==> src/rtl/mem_port_arbiter_if.sv <==
// Bus bundle between the two cache miss requesters, the arbiter and main memory.
// slave = arbiter view; master = requester/memory environment view.
interface mem_port_arbiter_if #(
  parameter int ADDR_W = 32,
  parameter int LINE_W = 128
);
  logic              req0, req1;
  logic [ADDR_W-1:0] addr0, addr1;
  logic              dirty0, dirty1;
  logic [ADDR_W-1:0] vaddr0, vaddr1;
  logic [LINE_W-1:0] wdata0, wdata1;
  logic              done0, done1;
  logic [LINE_W-1:0] rdata0, rdata1;
  logic              busy;
  logic              mem_re, mem_we;
  logic [ADDR_W-5:0] mem_addr;
  logic [LINE_W-1:0] mem_wdata;
  logic [LINE_W-1:0] mem_rdata;

  modport slave (
    input  req0, req1, addr0, addr1, dirty0, dirty1, vaddr0, vaddr1, wdata0, wdata1, mem_rdata,
    output done0, done1, rdata0, rdata1, busy, mem_re, mem_we, mem_addr, mem_wdata
  );

  modport master (
    output req0, req1, addr0, addr1, dirty0, dirty1, vaddr0, vaddr1, wdata0, wdata1, mem_rdata,
    input  done0, done1, rdata0, rdata1, busy, mem_re, mem_we, mem_addr, mem_wdata
  );
endinterface

==> src/rtl/mem_port_arbiter.sv <==
// Round-robin arbiter giving two cache miss ports access to one 128-bit memory:
// optional dirty-victim writeback, then line fill, then a one-cycle done pulse.
module mem_port_arbiter #(
  parameter int ADDR_W  = 32,
  parameter int LINE_W  = 128,
  parameter int MEM_LAT = 4
) (
  input  logic               clk,
  input  logic               rst_n,
  mem_port_arbiter_if.slave  bus
);
  localparam int CW   = $clog2(MEM_LAT + 1);
  localparam int LA_W = ADDR_W - 4;
  localparam logic [CW-1:0] CNT_LAST = CW'(MEM_LAT - 1);

  typedef enum logic [1:0] {IDLE, WB, FILL, DONE} state_t;

  state_t            state_q, state_d;
  logic [CW-1:0]     cnt_q, cnt_d;
  logic              rr_q, rr_d;
  logic              port_q, port_d;
  logic [LA_W-1:0]   addr_q, addr_d;
  logic [LA_W-1:0]   mem_addr_q, mem_addr_d;
  logic [LINE_W-1:0] mem_wdata_q, mem_wdata_d;
  logic [LINE_W-1:0] rdata0_q, rdata0_d;
  logic [LINE_W-1:0] rdata1_q, rdata1_d;
  logic              mem_re_q, mem_re_d;
  logic              mem_we_q, mem_we_d;
  logic              done0_q, done0_d;
  logic              done1_q, done1_d;
  logic              gnt;
  logic              unused_lsbs;

  assign unused_lsbs = ^{bus.addr0[3:0], bus.addr1[3:0], bus.vaddr0[3:0], bus.vaddr1[3:0]};

  always_comb begin
    state_d     = state_q;
    cnt_d       = cnt_q;
    rr_d        = rr_q;
    port_d      = port_q;
    addr_d      = addr_q;
    mem_addr_d  = mem_addr_q;
    mem_wdata_d = mem_wdata_q;
    rdata0_d    = rdata0_q;
    rdata1_d    = rdata1_q;
    mem_re_d    = 1'b0;
    mem_we_d    = 1'b0;
    done0_d     = 1'b0;
    done1_d     = 1'b0;
    // Contention goes to rr_q; otherwise to whichever single port is asking.
    gnt = (bus.req0 && bus.req1) ? rr_q : bus.req1;

    unique case (state_q)
      IDLE: begin
        if (bus.req0 || bus.req1) begin
          port_d = gnt;
          cnt_d  = '0;
          addr_d = gnt ? bus.addr1[ADDR_W-1:4] : bus.addr0[ADDR_W-1:4];
          if (gnt ? bus.dirty1 : bus.dirty0) begin
            state_d     = WB;
            mem_we_d    = 1'b1;
            mem_addr_d  = gnt ? bus.vaddr1[ADDR_W-1:4] : bus.vaddr0[ADDR_W-1:4];
            mem_wdata_d = gnt ? bus.wdata1 : bus.wdata0;
          end else begin
            state_d    = FILL;
            mem_re_d   = 1'b1;
            mem_addr_d = addr_d;
          end
        end
      end
      WB: begin
        if (cnt_q == CNT_LAST) begin
          state_d    = FILL;
          cnt_d      = '0;
          mem_re_d   = 1'b1;
          mem_addr_d = addr_q;
        end else begin
          cnt_d = cnt_q + 1'b1;
        end
      end
      FILL: begin
        if (cnt_q == CNT_LAST) begin
          state_d = DONE;
          cnt_d   = '0;
          // Line is captured straight into the winner's rdata so it is valid with done.
          if (port_q) begin
            rdata1_d = bus.mem_rdata;
            done1_d  = 1'b1;
          end else begin
            rdata0_d = bus.mem_rdata;
            done0_d  = 1'b1;
          end
        end else begin
          cnt_d = cnt_q + 1'b1;
        end
      end
      DONE: begin
        state_d = IDLE;
        rr_d    = ~port_q;
      end
      default: state_d = IDLE;
    endcase
  end

  always_ff @(posedge clk or negedge rst_n) begin
    if (!rst_n) begin
      state_q     <= IDLE;
      cnt_q       <= '0;
      rr_q        <= 1'b0;
      port_q      <= 1'b0;
      addr_q      <= '0;
      mem_addr_q  <= '0;
      mem_wdata_q <= '0;
      rdata0_q    <= '0;
      rdata1_q    <= '0;
      mem_re_q    <= 1'b0;
      mem_we_q    <= 1'b0;
      done0_q     <= 1'b0;
      done1_q     <= 1'b0;
    end else begin
      state_q     <= state_d;
      cnt_q       <= cnt_d;
      rr_q        <= rr_d;
      port_q      <= port_d;
      addr_q      <= addr_d;
      mem_addr_q  <= mem_addr_d;
      mem_wdata_q <= mem_wdata_d;
      rdata0_q    <= rdata0_d;
      rdata1_q    <= rdata1_d;
      mem_re_q    <= mem_re_d;
      mem_we_q    <= mem_we_d;
      done0_q     <= done0_d;
      done1_q     <= done1_d;
    end
  end

  assign bus.done0     = done0_q;
  assign bus.done1     = done1_q;
  assign bus.rdata0    = rdata0_q;
  assign bus.rdata1    = rdata1_q;
  assign bus.busy      = (state_q != IDLE);
  assign bus.mem_re    = mem_re_q;
  assign bus.mem_we    = mem_we_q;
  assign bus.mem_addr  = mem_addr_q;
  assign bus.mem_wdata = mem_wdata_q;
endmodule
==> src/flat_wrapper.sv <==
// flat-port wrapper written by rule: the top's interface ports become plain ports
module mem_port_arbiter_flat 
#(
  parameter int ADDR_W  = 32,
  parameter int LINE_W  = 128,
  parameter int MEM_LAT = 4
)
  (clk, rst_n, bus_req0, bus_req1, bus_addr0, bus_addr1, bus_dirty0, bus_dirty1, bus_vaddr0, bus_vaddr1, bus_wdata0, bus_wdata1, bus_mem_rdata, bus_done0, bus_done1, bus_rdata0, bus_rdata1, bus_busy, bus_mem_re, bus_mem_we, bus_mem_addr, bus_mem_wdata);
  mem_port_arbiter_if #(.ADDR_W(ADDR_W), .LINE_W(LINE_W)) bus_i ();
  input  logic clk;
  input  logic rst_n;
  input wire logic [$bits(bus_i.req0)-1:0] bus_req0;
  input wire logic [$bits(bus_i.req1)-1:0] bus_req1;
  input wire logic [$bits(bus_i.addr0)-1:0] bus_addr0;
  input wire logic [$bits(bus_i.addr1)-1:0] bus_addr1;
  input wire logic [$bits(bus_i.dirty0)-1:0] bus_dirty0;
  input wire logic [$bits(bus_i.dirty1)-1:0] bus_dirty1;
  input wire logic [$bits(bus_i.vaddr0)-1:0] bus_vaddr0;
  input wire logic [$bits(bus_i.vaddr1)-1:0] bus_vaddr1;
  input wire logic [$bits(bus_i.wdata0)-1:0] bus_wdata0;
  input wire logic [$bits(bus_i.wdata1)-1:0] bus_wdata1;
  input wire logic [$bits(bus_i.mem_rdata)-1:0] bus_mem_rdata;
  output wire logic [$bits(bus_i.done0)-1:0] bus_done0;
  output wire logic [$bits(bus_i.done1)-1:0] bus_done1;
  output wire logic [$bits(bus_i.rdata0)-1:0] bus_rdata0;
  output wire logic [$bits(bus_i.rdata1)-1:0] bus_rdata1;
  output wire logic [$bits(bus_i.busy)-1:0] bus_busy;
  output wire logic [$bits(bus_i.mem_re)-1:0] bus_mem_re;
  output wire logic [$bits(bus_i.mem_we)-1:0] bus_mem_we;
  output wire logic [$bits(bus_i.mem_addr)-1:0] bus_mem_addr;
  output wire logic [$bits(bus_i.mem_wdata)-1:0] bus_mem_wdata;
  assign bus_i.req0 = bus_req0;
  assign bus_i.req1 = bus_req1;
  assign bus_i.addr0 = bus_addr0;
  assign bus_i.addr1 = bus_addr1;
  assign bus_i.dirty0 = bus_dirty0;
  assign bus_i.dirty1 = bus_dirty1;
  assign bus_i.vaddr0 = bus_vaddr0;
  assign bus_i.vaddr1 = bus_vaddr1;
  assign bus_i.wdata0 = bus_wdata0;
  assign bus_i.wdata1 = bus_wdata1;
  assign bus_i.mem_rdata = bus_mem_rdata;
  assign bus_done0 = bus_i.done0;
  assign bus_done1 = bus_i.done1;
  assign bus_rdata0 = bus_i.rdata0;
  assign bus_rdata1 = bus_i.rdata1;
  assign bus_busy = bus_i.busy;
  assign bus_mem_re = bus_i.mem_re;
  assign bus_mem_we = bus_i.mem_we;
  assign bus_mem_addr = bus_i.mem_addr;
  assign bus_mem_wdata = bus_i.mem_wdata;
  mem_port_arbiter #(.ADDR_W(ADDR_W), .LINE_W(LINE_W), .MEM_LAT(MEM_LAT)) u_core (.clk(clk), .rst_n(rst_n), .bus(bus_i));
endmodule
==> config.mk <==
export PLATFORM = sky130hd
export DESIGN_NAME = mem_port_arbiter_flat
export DESIGN_NICKNAME = d
export VERILOG_FILES = /design/src/rtl/mem_port_arbiter_if.sv /design/src/rtl/mem_port_arbiter.sv /design/src/flat_wrapper.sv
export SDC_FILE = /design/constraint.sdc
export NUM_CORES = 1
export LEC_CHECK = 0
export ABC_AREA = 1
export CAP_MARGIN = 40
export CORE_AREA = 2 2 365 367
export CTS_BUF_LIST = sky130_fd_sc_hd__clkbuf_2 sky130_fd_sc_hd__clkbuf_4 sky130_fd_sc_hd__clkbuf_8
export DETAILED_ROUTE_END_ITERATION = 6
export DIE_AREA = 0 0 367 369
export SYNTH_ARGS = -nofsm -noshare
export SYNTH_HDL_FRONTEND = slang
export SYNTH_SLANG_ARGS = --single-unit
==> constraint.sdc <==
create_clock -name clk -period 2 [get_ports clk]
set_input_delay 0.4 -clock clk [delete_from_list [all_inputs] [get_ports clk]]
set_output_delay 0.4 -clock clk [all_outputs]
set_load 0.005 [all_outputs]
==> summary.md <==
| Metric | Value |
|---|---|
| Status | finished, final reports clean |
| Initial Util | 15.2% |
| Routed WL per cell | 20.9 µm |
| Antenna violations before repair | 41 |
| Pre-CTS setup slack | -0.177 ns |
| Sw frac | 37.3% |
| Sequential Power Share | 34.9% |
| Wire length of the first global-routing pass | 146 mm |
| Placement row count | 133 |
| Max transition margin | 63.1% |
| Type of the worst setup path | reg -> out |
| Routed vias/inst | 3.99 |
| Synthesis-to-layout area growth | 71.6% |
| Gr usage total | 14.8% |
| Largest net degree at the start of global routing | 106 |
| Comb pwr share | 42.7% |
| Main synth FF type | dfrtp_1 |
| Worst R2R Setup Slack | 0.11 ns |
| Worst EP required | 1.60 ns |
| Final hold vios | 0 |
| Compound-Gate Fraction of Synth Area | 15.8% |
| Slew of the pin with the lowest slew margin | 0.554 ns |
| Asr flop ratio synth | 100% |
| Cell type with the highest aggregate area in the netlist | dfrtp_1 |
| Final HPWL DP | 81.4 mm |
| Count leader, synth | nand2_1 |
| Post-layout util | 26.2% |
| Clock root cell | clkbuf_8 |
| Final setup fails | 0 |
| GPL Wtd Cong | 0.918 |
| Slew Limit Fails | 0 |
| DRC violations left | 0 |
| Post-Synth Simple-Gate Area | 20.3% |
| Crit start category | flip-flop |
| Placed Area | 32100 µm² |
| Number of global-route vias before repair | 20197 |
| Layout Skew | 0.0342 ns |
| Core Box Area | 131000 µm² |
| Crit Path Max Fanout | 2 |
| Layout fillers | 14243 |
| Count of clock tree sinks | 451 |
| P_sw | 17.3 mW |
| H-Tree Depth | 3 |
| VDD IR-drop max | 0.578 mV |
| Crit path DAT | 1.53 ns |
| Sequential area share after synthesis | 56.5% |
| Number of iterations in the first detailed-routing pass | 5 |
| Routed wire length | 107 mm |
| Adder-cell share of the synthesized area | 0.376% |
| Clock transition at path regs | 0.06 ns |
| Commonest cells post-synth | nand2_1, dfrtp_1, o21ai_0 |
| Fin crit period | 1.93 ns |
| Crit. End Element | primary output |
| Worst min path class | in -> reg |
| CTS Buffer Depth | 3 |
| Top cells by area, synth | dfrtp_1, nand2_1, o21ai_0 |
| Clock share of power | 22.4% |
| Share of the synthesized area in the top cell type | 56.5% |
| Reg area | 11300 µm² |
| Post-synth EDFFs | 0 |
| Tcrit/Tclk final | 96.3% |
| Post-Syn Area | 20000 µm² |
| Main combinational cell family by area after synthesis | simple AND/OR/NAND/NOR gates |
| Synthesis Warnings | 0 |
| Syn nets | 2805 |
| Final instance area | 34300 µm² |
| Die width | 367 µm |
| Vias | 20412 |
| Leak | 16.3 nW |
| Ports | 935 |
| Post-synthesis average cell area | 8.76 µm² |
| Synthesized flop and latch total | 451 |
| Post-synthesis xor/xnor area fraction | 0% |
| DR iter-0 viols | 1358 |
| Antenna-violating nets left | 0 |
| Layout cells sized above 1 | 14.0% |
| NumNets Final | 3805 |
| Post-synthesis mux area share | 0% |
| TritonCTS clock tree | done |
| Worst Setup Slack, final | 0.0746 ns |
| Die area | 135000 µm² |
| CTS buffer count | 85 |
| Worst skew pair latency | 0.76 ns |
| Maxcap violations | 0 |
| I/O Buffers | 918 |
| Highest Clock Rate | 519 MHz |
| RSZ-0062 raised after global routing | yes |
| Multi-input gate area | 7330 µm² |
| Synth Instances | 2281 |
| Yosys cell types | 28 |
| GRT overflow | 0 |
| Setup TNS Final | 0 ns |
| Power Density | 1360 nW/µm² |
| Tot Pwr | 46.6 mW |
| Height of the die | 369 µm |
| P_int | 29.2 mW |
## critical path, cell delays in order, from the launching register on
cell,delay [ns]
dfrtp_1,0.39
inv_2,0.09
ha_4,0.15
inv_2,0.04
buf_6,0.11
## cell families (layout without fill, tap and decap cells)
logic type,count (synthesis),after routing
other,0,23
AND/OR/NAND/NOR,954,954
adder cells (fa/ha/maj),6,6
flip-flops,451,451
buffers and inverters,315,1378
AO/OA/AOI/OAI,555,555
## final cells by class
class	count	area share (%)
flip-flops and latches	451	32.9
repair buffers	1082	31.9
multi-input cells	1515	21.4
well taps	1755	6.40
clock buffers	129	4.83
inverters	146	1.64
clock inverters	21	0.810
diodes	23	0.168
## worst paths after layout
path | to | cells after the start | start
hold reg to reg | u_core.bus.rdata1[37] | 2 | u_core.bus.rdata1[37]
max in group asynchronous | u_core.bus.rdata1[14] | 3 | rst_n
setup / recovery | bus_busy | 4 | u_core.state_q[1]
hold / removal | u_core.bus.rdata1[107] | 3 | bus_mem_rdata[107]
setup reg to reg | u_core.bus.rdata1[86] | 11 | u_core.state_q[0]
min in group asynchronous | u_core.bus.rdata0[27] | 2 | rst_n
## power by group through the flow
stage | logic [mW] | registers (mW) | clock network (mW)
floorplan | 7.40 | 16.4 | 0
global placement | 21.9 | 16.3 | 0
detailed placement | 22.2 | 16.4 | 0
CTS | 19.9 | 16.2 | 10.8
global route | 22.0 | 16.7 | 11.1
finish | 19.9 | 16.2 | 10.4
## layer usage
metal / up-vias / global-route usage, % / share of wire [%]
li1: 9511 / - / -
met2: 887 / 23.9 / 47
met4: 12 / 5.64 / 2.9
met3: 161 / 5.66 / 9.3
met1: 9841 / 17.7 / 40
met5: - / 0 / 0.065
## through the flow
step	hold slack, ns	instances
6_report	0.210	5122
5_1_grt	0.122	5114
4_1_cts	0.0521	5082
3_5_place_dp	0.409	4915
3_3_place_gp	0.411	4915
2_1_floorplan	0.104	2281
## sequential cells by signal, summed over array words and instances, names as in the netlist
register and flops:
u_core.bus.mem_wdata 128, u_core.bus.rdata0 128, u_core.bus.rdata1 128, u_core.addr_q 28, u_core.bus.mem_addr 28, u_core.cnt_q 3
u_core.state_q 2, u_core.bus.done0 1, u_core.bus.done1 1, u_core.bus.mem_re 1, u_core.bus.mem_we 1, u_core.port_q 1
u_core.rr_q 1
## cells in the final DEF (no fill, tap or decap), drive strengths merged, types with 27 or more instances in the layout
cell type      count
inv              152
clkdlybuf4s50    499
clkbuf           141
nand3             86
clkdlybuf4s15     58
or2              129
dfrtp            451
dlygate4sd2      354
o21ai            393
nor2              85
nand2            650
buf              156
o211ai           129
a31oi             27
## repair_timing
item,4_1_cts,5_1_grt
endpoints found under the setup margin,418,223
endpoints found under the hold margin,305,0
resized for setup,525,35
pin swaps,1,2
hold buffers,1,0
gates cloned,2,14
setup buffers,14,3
(Power assumes the default switching activity.)
